<file path="config.mk">
export PLATFORM = sky130hd
export DESIGN_NAME = wb_queue
export DESIGN_NICKNAME = d
export VERILOG_FILES = /design/src/rtl/wb_queue.sv
export SDC_FILE = /design/constraint.sdc
export NUM_CORES = 1
export LEC_CHECK = 0
export BUFFER_PORTS_ARGS = -buffer_cell sky130_fd_sc_hd__buf_2
export CAP_MARGIN = 20
export CORE_MARGIN = 2
export CORE_UTILIZATION = 51
export DETAILED_ROUTE_END_ITERATION = 10
export GPL_ROUTABILITY_DRIVEN = 0
export PLACE_DENSITY = 0.81
export SKIP_LAST_GASP = 1
export SYNTH_ARGS = -nofsm -noshare
export SYNTH_HDL_FRONTEND = slang
export SYNTH_SLANG_ARGS = --single-unit
</file>
<file path="constraint.sdc">
create_clock -name clk -period 11.3 [get_ports clk]
set_input_delay 1.13 -clock clk [delete_from_list [all_inputs] [get_ports clk]]
set_output_delay 1.13 -clock clk [all_outputs]
set_load 0.05 [all_outputs]
</file>
<file path="src/rtl/wb_queue.sv">
// Writeback queue: accepts ALU/memory results, retires one per cycle into the
// register file, and forwards the youngest pending write to two read ports.
module wb_queue #(
  parameter int unsigned DEPTH  = 4,
  parameter int unsigned DATA_W = 16,
  parameter int unsigned REG_W  = 4,
  parameter int unsigned CNT_W  = 3
) (
  input  logic              clk,
  input  logic              rst,
  input  logic              alu_valid,
  output logic              alu_ready,
  input  logic [REG_W-1:0]  alu_reg,
  input  logic [DATA_W-1:0] alu_data,
  input  logic              mem_valid,
  output logic              mem_ready,
  input  logic [REG_W-1:0]  mem_reg,
  input  logic [DATA_W-1:0] mem_data,
  output logic [REG_W-1:0]  rf_dst_reg,
  output logic              rf_write_reg,
  output logic [DATA_W-1:0] rf_dst_data,
  input  logic [REG_W-1:0]  src1_reg,
  output logic              src1_hit,
  output logic [DATA_W-1:0] src1_data,
  input  logic [REG_W-1:0]  src2_reg,
  output logic              src2_hit,
  output logic [DATA_W-1:0] src2_data,
  output logic [CNT_W-1:0]  count,
  output logic              empty,
  output logic              full
);

  localparam int unsigned PTR_W  = (DEPTH > 1) ? $clog2(DEPTH) : 1;
  localparam int unsigned FREE_W = CNT_W + 1;

  typedef struct packed {
    logic [REG_W-1:0]  rg;
    logic [DATA_W-1:0] data;
  } entry_t;

  entry_t            r_mem [DEPTH];
  logic [PTR_W-1:0]  r_head;
  logic [PTR_W-1:0]  r_tail;
  logic [CNT_W-1:0]  r_count;

  logic              w_empty;
  logic              w_pop;
  logic [FREE_W-1:0] w_free;
  logic              w_mem_ready;
  logic              w_alu_ready;
  logic              w_mem_push;
  logic              w_alu_push;
  logic [PTR_W-1:0]  w_alu_slot;
  logic [PTR_W-1:0]  w_tail_next;
  logic [CNT_W-1:0]  w_count_next;
  entry_t            w_head;

  assign w_empty = (r_count == '0);
  assign w_pop   = !w_empty;

  // Free slots include the one vacated by this cycle's pop; memory owns the last slot.
  assign w_free      = FREE_W'(DEPTH) - FREE_W'(r_count) + FREE_W'(w_pop);
  assign w_mem_ready = rst && (w_free >= FREE_W'(1));
  assign w_alu_ready = rst && ((w_free >= FREE_W'(2)) ||
                               ((w_free >= FREE_W'(1)) && !mem_valid));

  // Writes to register 0 complete the handshake but are dropped.
  assign w_mem_push = mem_valid && w_mem_ready && (mem_reg != '0);
  assign w_alu_push = alu_valid && w_alu_ready && (alu_reg != '0);

  assign w_alu_slot   = w_mem_push ? (r_tail + PTR_W'(1)) : r_tail;
  assign w_tail_next  = r_tail + PTR_W'(w_mem_push) + PTR_W'(w_alu_push);
  assign w_count_next = r_count + CNT_W'(w_mem_push) + CNT_W'(w_alu_push) - CNT_W'(w_pop);
  assign w_head       = r_mem[r_head];

  always_ff @(posedge clk or negedge rst) begin
    if (!rst) begin
      r_head  <= '0;
      r_tail  <= '0;
      r_count <= '0;
    end else begin
      r_head  <= r_head + PTR_W'(w_pop);
      r_tail  <= w_tail_next;
      r_count <= w_count_next;
    end
  end

  // Storage needs no reset: occupancy gates every use of an entry.
  always_ff @(posedge clk) begin
    if (w_mem_push) begin
      r_mem[r_tail] <= '{rg: mem_reg, data: mem_data};
    end
    if (w_alu_push) begin
      r_mem[w_alu_slot] <= '{rg: alu_reg, data: alu_data};
    end
  end

  assign alu_ready    = w_alu_ready;
  assign mem_ready    = w_mem_ready;
  assign rf_write_reg = w_pop;
  assign rf_dst_reg   = w_empty ? '0 : w_head.rg;
  assign rf_dst_data  = w_empty ? '0 : w_head.data;
  assign count        = r_count;
  assign empty        = w_empty;
  assign full         = (r_count == CNT_W'(DEPTH));

  // Walk oldest to youngest so the last match wins; head is included while it retires.
  always_comb begin
    logic [PTR_W-1:0] w_idx;
    src1_hit  = 1'b0;
    src1_data = '0;
    src2_hit  = 1'b0;
    src2_data = '0;
    w_idx     = r_head;
    for (int unsigned i = 0; i < DEPTH; i++) begin
      w_idx = r_head + PTR_W'(i);
      if (CNT_W'(i) < r_count) begin
        if ((src1_reg != '0) && (r_mem[w_idx].rg == src1_reg)) begin
          src1_hit  = 1'b1;
          src1_data = r_mem[w_idx].data;
        end
        if ((src2_reg != '0) && (r_mem[w_idx].rg == src2_reg)) begin
          src2_hit  = 1'b1;
          src2_data = r_mem[w_idx].data;
        end
      end
    end
  end

endmodule
</file>
**Word level (Yosys, flattened, before mapping)**

Memory sizes are Yosys's and may differ from the RTL's.
Cells that the tools add are included.

- Logic and storage cells: 93
- Bits in registers: 7
- Latch bits: 0
- Output and inout port bits: 62
- Memories kept: 1
- Bits in writable memories: 80
- ROM bits: 0
- Input bits: 52

Memories:

| memory | depth | bits a word | read ports | clocked after memory_dff | write ports | RTL line | RTL |
|---|---|---|---|---|---|---|---|
| r_mem | 4 | 20 | 4 | 0 | 2 | 41 | `entry_t r_mem [DEPTH];` |

- Divide/modulo/power cells: 0
- Multipliers: 0
- Bitwise gates (word level): 0
- Order comparisons: 6
- Shift operators: 0
- Add/subtract/negate cells: 12
- Eq/ne operators: 9
- Mux-type cells: 39
- Reduce and logical (&&, ||, !) cells: 23

Operators by type and width:

| cell | number |
|---|---|
| 16-bit 2-to-1 mux | 17 |
| 4-bit == test | 8 |
| 1-bit 2-to-1 mux | 20 |
| 4-bit nonzero test | 4 |
| 1-bit logical AND | 15 |
| 2-bit by 1-bit adder with 2-bit output | 3 |
| 3-bit by 1-bit adder with 3-bit output | 2 |
| 1-bit by 3-bit less-than comparator with 1-bit output, first input constant | 2 |
| 2-bit by 3-bit less-than comparator with 1-bit output, first input constant | 2 |
| 2-bit by 1-bit adder with 2-bit output, second input constant | 2 |
| 2-bit adder, second input constant | 2 |
| 4-bit by 1-bit adder with 4-bit output | 1 |
| 4-bit by 1-bit greater-or-equal comparator with 1-bit output, second input constant | 1 |
| 4-bit by 2-bit greater-or-equal comparator with 1-bit output, second input constant | 1 |
| 4-bit 2-to-1 mux | 1 |
| 3-bit by 3-bit subtractor with 4-bit output, first input constant | 1 |
| 3-bit == test, second input constant | 1 |
| 3-bit zero test | 1 |
| 3-bit by 1-bit subtractor with 3-bit output | 1 |
| 1-bit zero test | 2 |
| 2-bit 2-to-1 mux | 1 |
| 1-bit logical OR | 1 |

**Depth between registers and ports, before layout**

- Depth after elaboration: 11
- Depth in mapped cells: 15
- Depth with buffers taken out: 13

**Worst setup path before layout**

Ideal clock, no wire load.

- Kind: register to output
- Start: reg r_count[2] (netlist: count[2])
- End: out alu_ready
- Path slack: 6.133 ns
- Arrival time: 4.037 ns
- Required time: 10.170 ns
- Cell stages (with the launch flop): 10
- Path buffers: 1
- Cells stage by stage: dfrtp_1 > nor3_1 > clkbuf_1 > ha_1 > inv_1 > ha_1 > nand4b_1 > a211o_1 > and2_1 > a21boi_0

- Word-level cells in the longest chain between the ends: 7
- Elaborated cells on any way between the ends: 9
- Those cells by class: add/sub: 2; order compare: 2; reduce/logical: 5

RTL lines:

| what | RTL line | RTL |
|---|---|---|
| from (decl) | 44 | `logic [CNT_W-1:0] r_count;` |
| from (signal assigned) | 84 | `r_count <= w_count_next;` |
| 3-bit zero test (*) | 58 | `assign w_empty = (r_count == '0);` |
| via empty | 29 | `output logic empty,` |
| 1-bit zero test (*) | 59 | `assign w_pop = !w_empty;` |
| 4-bit by 1-bit adder with 4-bit output (*) | 62 | `assign w_free = FREE_W'(DEPTH) - FREE_W'(r_count) + FREE_W'(w_pop);` |
| 4-bit by 1-bit greater-or-equal comparator with 1-bit output | 65 | `((w_free >= FREE_W'(1)) && !mem_valid));` |
| 1-bit logical AND | 65 |  |
| 1-bit logical OR (*) | 64 | `assign w_alu_ready = rst && ((w_free >= FREE_W'(2)) \|\|` |
| 1-bit logical AND (*) | 64 |  |
| to (decl) | 12 | `output logic alu_ready,` |

Mark *: on every way through the listed nets, which the timed path passes. The rest lies on a longest branch.

**Final worst setup path**

- Start: in src2_reg[0]
- End: out src2_data[7]

- Word-level cells in the longest chain between the ends: 10
- Elaborated cells on any way between the ends: 17
- Those cells by class: eq/ne: 4; mux: 8; reduce/logical: 5

RTL lines:

| what | RTL line | RTL |
|---|---|---|
| from (decl) | 25 | `input logic [REG_W-1:0] src2_reg,` |
| 4-bit == test / 4-bit nonzero test (equally long branches) | 122 | `if ((src2_reg != '0) && (r_mem[w_idx].rg == src2_reg)) begin` |
| 1-bit logical AND | 122 |  |
| 16-bit 2-to-1 mux | 122 |  |
| 16-bit 2-to-1 mux | 117 | `if (CNT_W'(i) < r_count) begin` |
| 16-bit 2-to-1 mux | 122 |  |
| 16-bit 2-to-1 mux | 117 |  |
| 16-bit 2-to-1 mux | 122 |  |
| 16-bit 2-to-1 mux | 117 |  |
| 16-bit 2-to-1 mux | 122 |  |
| 16-bit 2-to-1 mux (*) | 117 |  |
| to (decl) | 27 | `output logic [DATA_W-1:0] src2_data,` |

Mark *: on every way between the ends. The rest lies on a longest branch, timed or not.

==> tab_implementation.tex <==
\begin{tabular}{lr}
\hline
Metric & Value \\
\hline
\multicolumn{2}{l}{\textbf{Setup path}} \\
\quad Kind of cell adding the most delay to the critical path & simple AND/OR/NAND/NOR gates \\
\quad Critical Path Start Type & input port \\
\quad Origin of the critical flop-to-flop path & count[2] \\
\quad Arrival time at the worst endpoint & 4.03 ns \\
\quad Path length in cells of the critical path & 8 \\
\quad R2R depth & 10 \\
\quad Source of the critical timing path & src2\_reg[0] \\
\quad Data required time at the worst endpoint & between 10 and 15 ns \\
\quad Worst Path Buf+Inv & 2 \\
\quad Worst-path fanout max & 17 \\
\quad CP most frequent cell & sky130\_fd\_sc\_hd\_\_buf\_2 \\
\quad Critical Path Sink Type & primary output \\
\quad Reg2reg setup slack & 7.05 ns \\
\quad Largest stage delay on the critical path & 0.88 ns \\
\quad Start-to-end type of the worst setup path & in -> out \\
\quad Critical path's slowest cell & sky130\_fd\_sc\_hd\_\_nor4\_1 \\
\quad Cell-by-cell trace of the critical path & buf\_2 -> nor4\_1 -> or3\_1 -> a21oi\_2 -> o211a\_4 -> o311ai\_0 -> a22o\_1 -> buf\_2 \\
\multicolumn{2}{l}{\textbf{Floorplan}} \\
\quad Height of the die & between 100 and 150 um \\
\quad Area of the placeable core & 15700 um\^{}2 \\
\quad Boundary pin count & 114 \\
\quad Width of the die & between 100 and 150 um \\
\quad Area of the die & between 15000 and 20000 um\^{}2 \\
\quad Row count & 46 \\
\quad Initial cell density of the core & 51.6\% \\
\multicolumn{2}{l}{\textbf{Logic synthesis}} \\
\quad Post-synthesis average cell area & just over 10 um\^{}2 \\
\quad Count of flip-flops with a built-in enable after synthesis & 80 \\
\quad Netlist Area Pre-Place & 8110 um\^{}2 \\
\quad Most instantiated flip-flop cell in the synthesis netlist & sky130\_fd\_sc\_hd\_\_edfxtp\_1 \\
\quad Yosys warning total & 0 \\
\quad Part of the Yosys area used for sequential elements & 31.8\% \\
\quad Flip-flop and latch count after synthesis & 87 \\
\quad Number of unique standard cell types used by synthesis & 60 \\
\quad FFs w/ async S/R, synth & 8.05\% \\
\quad Syn\_nets & 856 \\
\quad Gate count after technology mapping & 790 \\
\multicolumn{2}{l}{\textbf{Clock tree}} \\
\quad Clock root cell & sky130\_fd\_sc\_hd\_\_clkbuf\_16 \\
\quad TritonCTS clock tree & yes \\
\quad Setup Fix Bufs, Post-CTS & 0 \\
\quad Clock-pin slew on the worst setup and hold paths & 0.06 ns \\
\quad Cts hold-fix bufs & 0 \\
\quad H-tree depth & 3 \\
\quad Clock buffer depth & 2 \\
\quad Skew-Pair Late Insertion Delay & 0.34 ns \\
\quad Inserted Clock Buffers & 9 \\
\quad CTS Sinks & 87 \\
\quad Number of gates resized after CTS & 0 \\
\multicolumn{2}{l}{\textbf{Place}} \\
\quad Detailed Place HPWL & 16.0 mm \\
\quad Number of port buffers & 113 \\
\quad Placed cell areas & 8680 um\^{}2 \\
\multicolumn{2}{l}{\textbf{Min path}} \\
\quad Hold\_sp & r\_tail[1] \\
\quad Number of cells traversed by the worst hold path & 1 \\
\quad Class of the tightest hold or removal check & reg -> reg \\
\multicolumn{2}{l}{\textbf{Routing}} \\
\quad Aggregate routed wire length & approximately 22 mm \\
\quad Violation count after the first detailed-routing iteration & 957 \\
\quad Via density per instance & 6.33 \\
\quad Post-detailed-route wirelength per cell & 20.4 um \\
\quad DRC Markers & 0 \\
\quad Detailed Routing Iterations Pass 1 & 5 \\
\quad Number of nets still failing antenna checks after routing & 0 \\
\quad Detailed-route via count & 6844 \\
\multicolumn{2}{l}{\textbf{Layout}} \\
\quad Growth of design area from synthesis to finish & 11.9\% \\
\quad Fill cell total of the finished layout & 1297 \\
\quad Area of all placed cells without fillers & 9070 um\^{}2 \\
\quad Number of nets in the finished design & $\sim$900 \\
\quad Share of cells above drive strength 1 & 34.2\% \\
\multicolumn{2}{l}{\textbf{STA}} \\
\quad Final clock skew & 0.00504 ns \\
\quad Max Freq & 194 MHz \\
\quad Worst slew margin relative to its limit & 32.3\% \\
\quad Final clock period utilization by the worst path & between 40\% and 50\% \\
\quad Transition at the pin with the smallest max-transition slack & 1.01 ns \\
\quad Max-slew violation count & 0 \\
\quad Fin crit period & $\sim$5.2 ns \\
\quad Number of setup violations in the final report & 0 \\
\quad Final hold viol count & 0 \\
\quad Tightest hold margin & 0.549 ns \\
\quad Setup TNS & 0 ns \\
\quad Unrepaired setup endpoints after global routing & false \\
\multicolumn{2}{l}{\textbf{Global routing}} \\
\quad Initial antenna violation count & 1 \\
\quad Total GRT Usage & between 20\% and 30\% \\
\quad Leftover overflow at the end of global routing & 0 \\
\quad Maximum number of pins on one net before global-route repair & slightly below 100 \\
\quad Via count of the first global-routing pass & 6260 \\
\quad First-pass GRT wire length & approximately 35 mm \\
\multicolumn{2}{l}{\textbf{Flow run}} \\
\quad Max-cap viol count & 0 \\
\multicolumn{2}{l}{\textbf{Run status}} \\
\quad Status & completed \\
\hline
\end{tabular}
-- area by class of cell --
| cell class | instances | area [um^2] | area share (%) |
|---|---|---|---|
| repair buffers | 128 | 712 | 7.85 |
| multi-input cells | 602 | 5040 | 55.5 |
| clock buffers | 9 | 225 | 2.48 |
| clock inverters | 7 | 119 | 1.31 |
| well taps | 216 | 270 | 2.98 |
| inverters | 32 | 120 | 1.32 |
| flip-flops and latches | 87 | 2580 | 28.5 |
| diodes | 1 | 2.50 | 0.0276 |
-- cells in the mapped netlist, drive strengths merged (3+ instances only) --
cell type  count  area [um^2]
o21ai         34          170
nand3          6         30.0
inv           30          113
ha            11          138
mux2i         41          410
edfxtp        80         2400
fa             3         60.1
xor2           3         26.3
and3           3         18.8
or3            5         36.3
nor3          27          135
o21ba         15          150
xnor2         28          245
a21o           4         30.0
nand2         58          218
a21oi         39          199
a211oi        47          363
mux2          99         1110
buf           42          288
dfrtp          7          175
o2111ai        3         26.3
nor2b         19          119
o311ai        16          140
o21bai         3         22.5
o31ai         15          113
clkbuf        25         93.8
mux4          31          713
nor2          53          199
a22o          17          149
-- through the flow --
step / setup WS [ns] / utilization (%) / cells
CTS: 5.67 / 57.4 / 1078
finish: 6.14 / 57.8 / 1082
floorplan: 6.13 / - / 790
detailed placement: 6.04 / 55.2 / 1062
global placement: 6.06 / 55.1 / 1061
global route: 5.83 / 57.7 / 1081
-- kinds of logic after synthesis --
kind of cell / synth area share [%]
AO/OA/AOI/OAI: 18.0
XOR/XNOR: 3.35
adder cells (fa/ha/maj): 2.44
buffers and inverters: 6.40
flip-flops: 31.8
multiplexers: 27.6
AND/OR/NAND/NOR: 10.4
-- sequential cells by signal, summed over array words and instances, names as in the netlist --
| register | count |
|---|---|
| r_mem | 80 |
| r_head | 2 |
| r_tail | 2 |
| count | 3 |
-- worst paths after layout --
kind | end
worst max register to register | r_mem[3][8]
min in group asynchronous | r_head[1]
worst max-delay path | src2_data[7]
max in group asynchronous | r_head[0]
worst min-delay path | r_tail[1]
worst min register to register | r_tail[1]
-- per-layer routing --
| layer | vias up | GRT usage (%) | routed length [um] |
|---|---|---|---|
| met5 | - | 0 | 0 |
| met4 | 0 | 8.48 | 539 |
| met2 | 386 | 37.9 | 9670 |
| li1 | 3157 | - | - |
| met3 | 41 | 5.04 | 2240 |
| met1 | 3260 | 39.9 | 9650 |
-- cell usage in the layout (no fill, tap or decap), types with 19 or more instances in the layout --
master	instances
sky130_fd_sc_hd__inv_1	30
sky130_fd_sc_hd__xnor2_1	28
sky130_fd_sc_hd__edfxtp_1	80
sky130_fd_sc_hd__mux4_2	27
sky130_fd_sc_hd__nor2b_1	19
sky130_fd_sc_hd__mux2_2	98
sky130_fd_sc_hd__a211oi_1	45
sky130_fd_sc_hd__nand2_1	58
sky130_fd_sc_hd__nor3_1	26
sky130_fd_sc_hd__mux2i_1	41
sky130_fd_sc_hd__nor2_1	52
sky130_fd_sc_hd__buf_2	113
sky130_fd_sc_hd__a21oi_1	36
sky130_fd_sc_hd__o21ai_0	34
Power is not shown: default switching activity piles up to over one toggle a cycle in this logic, so the estimate is an artifact.
